## src/rtl/sw_debounce_sync.sv

```systemverilog
// -----------------------------------------------------------------------------
// sw_debounce_sync
//
// Conditions the raw board switches before the processor's SW port. Each bit
// is brought into clk through a two-flop synchronizer, then debounced: a new
// level is accepted only after the synchronized input has differed from the
// current stable level for DEBOUNCE_CYCLES consecutive clock edges. Accepted
// changes produce a one-cycle event pulse and set a sticky per-bit flag that
// software clears through clr_en/clr_mask.
//
// Ports
//   clk          system clock, all state on the rising edge
//   RST_n        asynchronous active-low reset
//   sw_raw       raw, asynchronous, bouncing switch levels
//   sw_stable    debounced, synchronized switch levels
//   sw_event     one-cycle pulse per bit in the cycle after a level is accepted
//   sw_changed   sticky per-bit change flags
//   chg_pending  OR of sw_changed (combinational, no extra latency)
//   clr_en       clear strobe for the sticky flags
//   clr_mask     which sticky flags to clear when clr_en is high
// -----------------------------------------------------------------------------
module sw_debounce_sync #(
  parameter int WIDTH           = 10,
  parameter int DEBOUNCE_CYCLES = 16,
  parameter int CNT_W           = $clog2(DEBOUNCE_CYCLES)
) (
  input  logic             clk,
  input  logic             RST_n,
  input  logic [WIDTH-1:0] sw_raw,
  output logic [WIDTH-1:0] sw_stable,
  output logic [WIDTH-1:0] sw_event,
  output logic [WIDTH-1:0] sw_changed,
  output logic             chg_pending,
  input  logic             clr_en,
  input  logic [WIDTH-1:0] clr_mask
);

  // Terminal count: the D-th consecutive differing edge is the one that
  // accepts, so the counter only ever needs to reach D-1.
  localparam logic [CNT_W-1:0] CNT_LAST = CNT_W'(DEBOUNCE_CYCLES - 1);

  logic [WIDTH-1:0] sync1_q;
  logic [WIDTH-1:0] sync2_q;
  logic [WIDTH-1:0] stable_q;
  logic [WIDTH-1:0] stable_d;
  logic [WIDTH-1:0] event_q;
  logic [WIDTH-1:0] changed_q;
  logic [WIDTH-1:0] changed_d;
  logic [WIDTH-1:0] accept_d;
  logic [WIDTH-1:0] clear_d;

  // ---------------------------------------------------------------------------
  // Per-bit stability counters. Each bit is completely independent.
  // ---------------------------------------------------------------------------
  for (genvar gi = 0; gi < WIDTH; gi++) begin : g_bit
    logic [CNT_W-1:0] cnt_q;
    logic [CNT_W-1:0] cnt_d;
    logic             differs;

    assign differs       = (sync2_q[gi] != stable_q[gi]);
    assign accept_d[gi]  = differs && (cnt_q == CNT_LAST);

    // Any return to the stable level, or an acceptance, restarts the count.
    assign cnt_d = (!differs || (cnt_q == CNT_LAST)) ? '0
                                                     : cnt_q + CNT_W'(1);

    always_ff @(posedge clk or negedge RST_n) begin
      if (!RST_n) begin
        cnt_q <= '0;
      end else begin
        cnt_q <= cnt_d;
      end
    end
  end

  // ---------------------------------------------------------------------------
  // Stable level, sticky flags.
  // ---------------------------------------------------------------------------
  // An accepted bit always takes the opposite of its current stable value.
  assign stable_d = stable_q ^ accept_d;

  // Clear first, then OR in new acceptances so a same-cycle set wins.
  assign clear_d   = clr_en ? clr_mask : '0;
  assign changed_d = (changed_q & ~clear_d) | accept_d;

  always_ff @(posedge clk or negedge RST_n) begin
    if (!RST_n) begin
      sync1_q   <= '0;
      sync2_q   <= '0;
      stable_q  <= '0;
      event_q   <= '0;
      changed_q <= '0;
    end else begin
      sync1_q   <= sw_raw;
      sync2_q   <= sync1_q;
      stable_q  <= stable_d;
      event_q   <= accept_d;
      changed_q <= changed_d;
    end
  end

  assign sw_stable   = stable_q;
  assign sw_event    = event_q;
  assign sw_changed  = changed_q;
  assign chg_pending = |changed_q;

endmodule
```

## config.mk

```make
export PLATFORM = sky130hd
export DESIGN_NAME = sw_debounce_sync
export DESIGN_NICKNAME = d
export VERILOG_FILES = /design/src/rtl/sw_debounce_sync.sv
export SDC_FILE = /design/constraint.sdc
export NUM_CORES = 1
export LEC_CHECK = 0
export CAP_MARGIN = 40
export CORE_MARGIN = 10
export CORE_UTILIZATION = 56
export DETAILED_ROUTE_END_ITERATION = 12
export PLACE_DENSITY = 0.83
export SYNTH_ARGS = -nofsm -noshare
export SYNTH_HDL_FRONTEND = slang
export SYNTH_SLANG_ARGS = --single-unit
```

## constraint.sdc

```tcl
create_clock -name clk -period 2.65 [get_ports clk]
set_clock_uncertainty 0.05 [all_clocks]
set_input_delay 0.6625 -clock clk [delete_from_list [all_inputs] [get_ports clk]]
set_output_delay 0.6625 -clock clk [all_outputs]
set_load 0.1 [all_outputs]
```

-- Word level (Yosys, flattened, before mapping)
Cells that the tools add are included.
- bits in registers: 90
- input bits: 23
- output and inout port bits: 31
- $add $sub $neg: 10
- eq/ne operators: 20
- muxes and demuxes: 11
- bitwise operators: 4
- reduce and logical (&&, ||, !) cells: 31
- operators with widths (operator ; number):
    $add A4 B1 Y4 const B ; 10
    $eq A4 B4 Y1 const B ; 10
    $mux W4 ; 10
    $and A10 B10 Y10 ; 1
    $logic_and A1 B1 Y1 ; 10
    $logic_not A1 Y1 ; 10
    $logic_or A1 B1 Y1 ; 10
    $mux W10 ; 1
    $ne A1 B1 Y1 ; 10
    $not A10 Y10 ; 1
    $or A10 B10 Y10 ; 1
    $reduce_or A10 Y1 ; 1
    $xor A10 B10 Y10 ; 1

-- Logic depth before layout (Yosys ltp)
Gate-level depths: netlist of run 1.
- word-level depth: 4
- depth in mapped cells: 4
- mapped depth without buffers: 4

-- Least setup slack after synthesis of run 1
OpenSTA, ideal clock, no wires.
- path kind: reg2out
- from: register changed_q[2] (netlist: sw_changed[2])
- to: output chg_pending
- data arrival time: 1899 ps
- data required time: 1938 ps
- setup slack: 38 ps
- stages on the path, launching flop included: 3
- buffers on the path: 0
- cells stage by stage: dfrtp_1 nor4_1 nand3_1
- cells in the longest elaborated chain, start to end: 1
- RTL lines (element ; RTL line ; text):
    from (decl) ; 47 ; logic [WIDTH-1:0] changed_q;
    from (signal assigned) ; 98 ; changed_q <= changed_d;
    $reduce_or A10 Y1 ; 105 ; assign chg_pending = |changed_q;
    to (decl) ; 33 ; output logic chg_pending,
Every way passes these cells.

-- Final worst setup path of run 1
- from: register changed_q[6] (netlist: sw_changed[6])
- to: output chg_pending
The elaborated chain is that of the path after synthesis.

==> impl_results.md, run 1 <==
- Status: finished clean
- Busiest metal layer after global routing: met2
- WL per Instance: 14.82 µm
- Placed Cells: 380
- Synth Area per Inst: 12.94 µm²
- Crit end category: primary output
- CTS resizes: 0
- Largest net degree at the start of global routing: 49
- Slew Limit Fails: 0
- Crit path required time: 1940 ps
- Top cell type's share of synthesized area: 68.26%
- Fin nets: 352
- Critical Setup Path Class: reg -> out
- Most common cell after layout, fill and taps aside: dfrtp_1
- Met2 Usage GRT: 19.89%
- Effective utilization at floorplan: 58.84%
- Max IR drop VDD: 0.3904 mV
- Hold Buf Count CTS: 0
- Unique masters post-synth: 14
- GRT Total Usage: 13.09%
- Fin crit share: 86.15%
- Fin. Hold Viols: 0
- Ports: 54
- Clock buffer depth: 2
- DRT Wirelength: 5868 µm
- Clock period minus worst slack: 2283 ps
- Die area: 9363 µm²
- Die width: 96.76 µm
- Non-Filler Instances: 396
- CTS root buf: clkbuf_8
- GRT overflow: 0
- Detailed Routing Iterations Pass 1: 4
- Detail Placement HPWL: 4385 µm
- Setup violations, final: 0
- CTS Sinks: 90
- # port buffers: 53
- Setup TNS: 0 ps
- Worst-skew pair later-pin latency: 350 ps
- Max Cap Violations: 0
- Postcts setup bufs: 0
- Initial drt markers: 51
- H-tree lvl count: 3
- Fin util: 72.00%
- Layout cells sized above 1: 14.51%
- Seq/Total Area, Yosys: 68.26%
- Worst r2r src: g_bit[3].cnt_q[0]
- GR Util met1: 15.86%
- CTS tree: done
- Slew headroom: 64.38%
- Syn Inst Count: 255
- Met3 Use GR: 5.749%
- Placer Congestion: 0.7216
- Yosys warns: 0
- Routed vias/inst: 5.035
- Antenna Violating Nets Remaining: 0
- Detailed-route DRC error count: 0
- Critical path startpoint category: flip-flop
- Synth area leader: dfrtp_1
- Critical path fanouts, max: 3
- CP Data Arrival Time: 1570 ps
- First-pass GRT wire length: 10030 µm
- Crit. Startpoint: sw_changed[6]
- Vias in the first global route: 2079
- Top cells by area, synth: dfrtp_1 68%, nor2_1 5.8%, xnor2_1 5.3%
- CTS Buf Count: 9
- Net count after synthesis: 288
- Most frequent cells in the layout: 90 x dfrtp_1, 51 x nor2_1, 32 x buf_4
- Actual slew at the worst max-slew pin: 534.4 ps
- Pleak: 2.082 nW
- Initial antenna violation count: 0
- Yosys reg bits: 90
- Ant diodes: 0
- Hold Worst Slack: 231.4 ps
- RSZ-0062 raised after global routing: false
- Die Y: 96.76 µm
- Hold Path Class: in -> async
- Fmax: 0.4380 GHz
- Clock-pin slew on the worst setup and hold paths: 80 ps
- Synthesis-to-layout area growth: 22.37%
- Post-Syn Area: 3299 µm²
- Core Area: 5608 µm²
- Row count: 27
- Power Density: 610.7 nW/µm²
- Via count: 1994
==> critical path, stage by stage, from the launching register on <==
cell     delay [ps]
dfrtp_1         410
nor4_1          410
nand3_1         140
buf_4           250
==> layout make-up <==
cell class | count | area (µm²)
sequential | 90 | 2252
fill | 392 | 1570
multi-input combinational | 154 | 1005
timing repair buffer | 54 | 470.5
clock buffer | 14 | 172.7
tap | 72 | 90.09
inverter | 10 | 37.54
clock inverter | 2 | 10.01
==> routing by layer <==
| layer | share of wire [%] | wire [µm] | vias up |
|---|---|---|---|
| li1 | - | - | 964 |
| met1 | 44 | 2592 | 969 |
| met2 | 47 | 2741 | 46 |
| met3 | 7.4 | 434 | 15 |
| met4 | 1.7 | 99 | 0 |
| met5 | 0 | 0 | - |
==> cells in the mapped netlist <==
| cell | number |
|---|---|
| dfrtp_1 | 90 |
| clkbuf_2 | 1 |
| xnor2_1 | 20 |
| nand2b_1 | 2 |
| mux2_1 | 10 |
| a31o_1 | 8 |
| inv_1 | 10 |
| xor2_1 | 10 |
| nand3_1 | 21 |
| ha_1 | 10 |
| nand2_1 | 10 |
| nor4_1 | 2 |
| nor2_1 | 51 |
| a21o_1 | 10 |
==> metrics by stage <==
stage,power [mW],worst slack [ps],instance area (µm²)
final,2.466,367.0,4038
after global routing,2.597,262.9,4038
after floorplan,1.564,38.15,3299
after CTS,2.497,372.8,4038
after detailed placement,1.650,761.0,3855
after global placement,1.640,816.9,3855
==> cell families after synthesis <==
logic type	count (synthesis)	share of synthesized area [%]
and+or+nand+nor	86	10.88
muxes	10	3.413
xor gates and xnor gates	30	7.964
adders and majority gates	10	3.792
AOI/OAI and AO/OA	18	4.399
DFF	90	68.26
buffers and inverters	11	1.289
==> worst paths after layout <==
path / slack (ps) / to / depth (start not counted)
max reg2reg: 1370 / flip-flop / 3
min in group clk: 300 / sync2_q[2] / 0
min reg2reg: 300 / sync2_q[2] / 0
max in group asynchronous: 1690 / async pin / 2
max: 370 / chg_pending / 3
min: 230 / g_bit[3].cnt_q[3] / 1
==> power breakdown <==
part           internal (mW)  switching (mW)
clock network          0.416           0.430
registers               1.42          0.0361
logic                 0.0772          0.0817
total                   1.92           0.548
No activity file was read; power rests on OpenSTA's default activity.
==> inputs of run 2 (changes only) <==
--- a/config.mk
+++ b/config.mk
@@ -9,6 +9,7 @@
 export CORE_MARGIN = 10
 export CORE_UTILIZATION = 56
 export DETAILED_ROUTE_END_ITERATION = 12
+export MAX_ROUTING_LAYER = met4
 export PLACE_DENSITY = 0.83
 export SYNTH_ARGS = -nofsm -noshare
 export SYNTH_HDL_FRONTEND = slang
==> impl_results.md, run 2 (synthesized netlist as in run 1, its figures left out) <==
- Placed Cells: 380 (unchanged)
- Vias in the first global route: 2081 (was 2079)
- Die Y: 96.76 µm (unchanged)
- Fin crit share: 86.15% (about the same)
- Hold Worst Slack: 231.1 ps (was 231.4 ps)
- Most frequent cells in the layout: 90 x dfrtp_1, 51 x nor2_1, 32 x buf_4 (unchanged)
- Setup TNS: 0 ps (unchanged)
- Critical Setup Path Class: reg -> out (unchanged)
- Worst r2r src: g_bit[3].cnt_q[0] (unchanged)
- Max IR drop VDD: 0.3878 mV (was 0.3904 mV)
- Effective utilization at floorplan: 58.84% (unchanged)
- Setup violations, final: 0 (unchanged)
- CTS Sinks: 90 (unchanged)
- # port buffers: 53 (unchanged)
- Crit path required time: 1940 ps (about the same)
- Critical path startpoint category: flip-flop (unchanged)
- Pleak: 2.082 nW (unchanged)
- Hold Buf Count CTS: 0 (unchanged)
- Via count: 1993 (was 1994)
- GRT Total Usage: 13.47% (was 13.09%)
- CP Data Arrival Time: 1570 ps (about the same)
- WL per Instance: 14.84 µm (was 14.82 µm)
- CTS resizes: 0 (unchanged)
- Most common cell after layout, fill and taps aside: dfrtp_1 (unchanged)
- Max incr delay on CP: 410 ps (about the same)
- Crit-path slowest cell: dfrtp_1 (unchanged)
- Clock buffer depth: 2 (unchanged)
- Fmax: 0.4380 GHz (about the same)
- Clock period minus worst slack: 2283 ps (about the same)
- Die width: 96.76 µm (unchanged)
- Clock-pin slew on the worst setup and hold paths: 80 ps (about the same)
- Actual slew at the worst max-slew pin: 534.8 ps (was 534.4 ps)
- Critical path fanouts, max: 3 (unchanged)
- Ports: 54 (unchanged)
- First-pass GRT wire length: 10030 µm (unchanged)
- Detailed-route DRC error count: 0 (unchanged)
- CTS tree: done (unchanged)
- RSZ-0062 raised after global routing: false (unchanged)
- Hold Path Class: in -> async (unchanged)
- Postcts setup bufs: 0 (unchanged)
- Initial antenna violation count: 0 (unchanged)
- Row count: 27 (unchanged)
- Crit-path cells: nor4_1 > nand3_1 > buf_4 (unchanged)
- Ant diodes: 0 (unchanged)
- Worst-skew pair later-pin latency: 350 ps (about the same)
- Routed vias/inst: 5.033 (was 5.035)
- Slew headroom: 64.34% (was 64.38%)
- DRT Wirelength: 5877 µm (was 5868 µm)
- Detailed Routing Iterations Pass 1: 4 (unchanged)
- Initial drt markers: 53 (was 51)
- GRT overflow: 0 (unchanged)
- Slew Limit Fails: 0 (unchanged)
- Non-Filler Instances: 396 (unchanged)
- Power Density: 610.7 nW/µm² (about the same)
- Layout cells sized above 1: 14.51% (unchanged)
- Detail Placement HPWL: 4385 µm (unchanged)
- Core Area: 5608 µm² (unchanged)
- Status: finished clean (unchanged)
- CTS Buf Count: 9 (unchanged)
- Antenna Violating Nets Remaining: 0 (unchanged)
- Placer Congestion: 0.7301 (was 0.7216)
- Worst R2R Path Depth: 3 (unchanged)
- H-tree lvl count: 3 (unchanged)
- Largest net degree at the start of global routing: 49 (unchanged)
- Die area: 9363 µm² (unchanged)
- Crit end category: primary output (unchanged)
- Synthesis-to-layout area growth: 22.37% (unchanged)
- Fin nets: 352 (unchanged)
- Reg2Reg Setup Slack: 1370 ps (about the same)
- Fin. Hold Viols: 0 (unchanged)
- CTS root buf: clkbuf_8 (unchanged)
- Max Cap Violations: 0 (unchanged)
[run 2: cell counts in the layout (fill, tap and decap cells not counted)]
Identical to the previous run, type by type.
[run 2: routing by layer]
layer	global-route usage, %	part of all wire (%)	up-vias
met5	-	0	-
met4	5.411	1.8	0
li1	-	-	965
met1	16.26	45	965
met2	19.89	46	49
met3	5.181	6.6	14
[run 2: area by class of cell]
type	instances	area (µm²)
repair buffers	54	470.5
multi-input cells	154	1005
inverters	10	37.54
flip-flops and latches	90	2252
well taps	72	90.09
fillers	392	1570
clock inverters	2	10.01
clock buffers	14	172.7
[run 2: how the worst max path moves through the flow]
stage | from | to | slack (ps) | cells after the start
2_1_floorplan | sw_changed[2] | chg_pending | 40 | 2
3_3_place_gp | sw_changed[7] | chg_pending | 820 | 3
3_5_place_dp | sw_changed[7] | chg_pending | 760 | 3
4_1_cts | sw_changed[7] | chg_pending | 370 | 3
5_1_grt | sw_changed[7] | chg_pending | 260 | 3
6_report | sw_changed[6] | chg_pending | 370 | 3
[run 2: worst max-delay path: cells and delay by family, from the launching register on]
family        cells  cell delay, ps
simple gates      2             550
flops             1             410
buf+inv           1             250
[run 2: power breakdown]
group	internal [mW]	switching, mW
registers	1.42	0.0361
clock network	0.416	0.430
logic	0.0772	0.0819
total	1.92	0.548
[run 2: metrics by stage]
step | cell area, µm² | util [%] | worst slack [ps] | total power [mW]
detailed placement | 3855 | 68.74 | 761.0 | 1.650
global route | 4038 | 72.00 | 262.8 | 2.597
global placement | 3855 | 68.74 | 816.9 | 1.640
CTS | 4038 | 72.00 | 372.8 | 2.497
floorplan | 3299 | - | 38.15 | 1.564
finish | 4038 | 72.00 | 367.1 | 2.466
==> inputs of run 3 (changes only) <==
--- a/config.mk
+++ b/config.mk
@@ -8,9 +8,11 @@
 export CAP_MARGIN = 40
 export CORE_MARGIN = 10
 export CORE_UTILIZATION = 56
+export CTS_CLUSTER_SIZE = 30
 export DETAILED_ROUTE_END_ITERATION = 12
 export MAX_ROUTING_LAYER = met4
 export PLACE_DENSITY = 0.83
+export SLEW_MARGIN = 10
 export SYNTH_ARGS = -nofsm -noshare
 export SYNTH_HDL_FRONTEND = slang
 export SYNTH_SLANG_ARGS = --single-unit
==> results of run 3 <==
No change in the layout: final DEF, timing and power equal those of run 2.
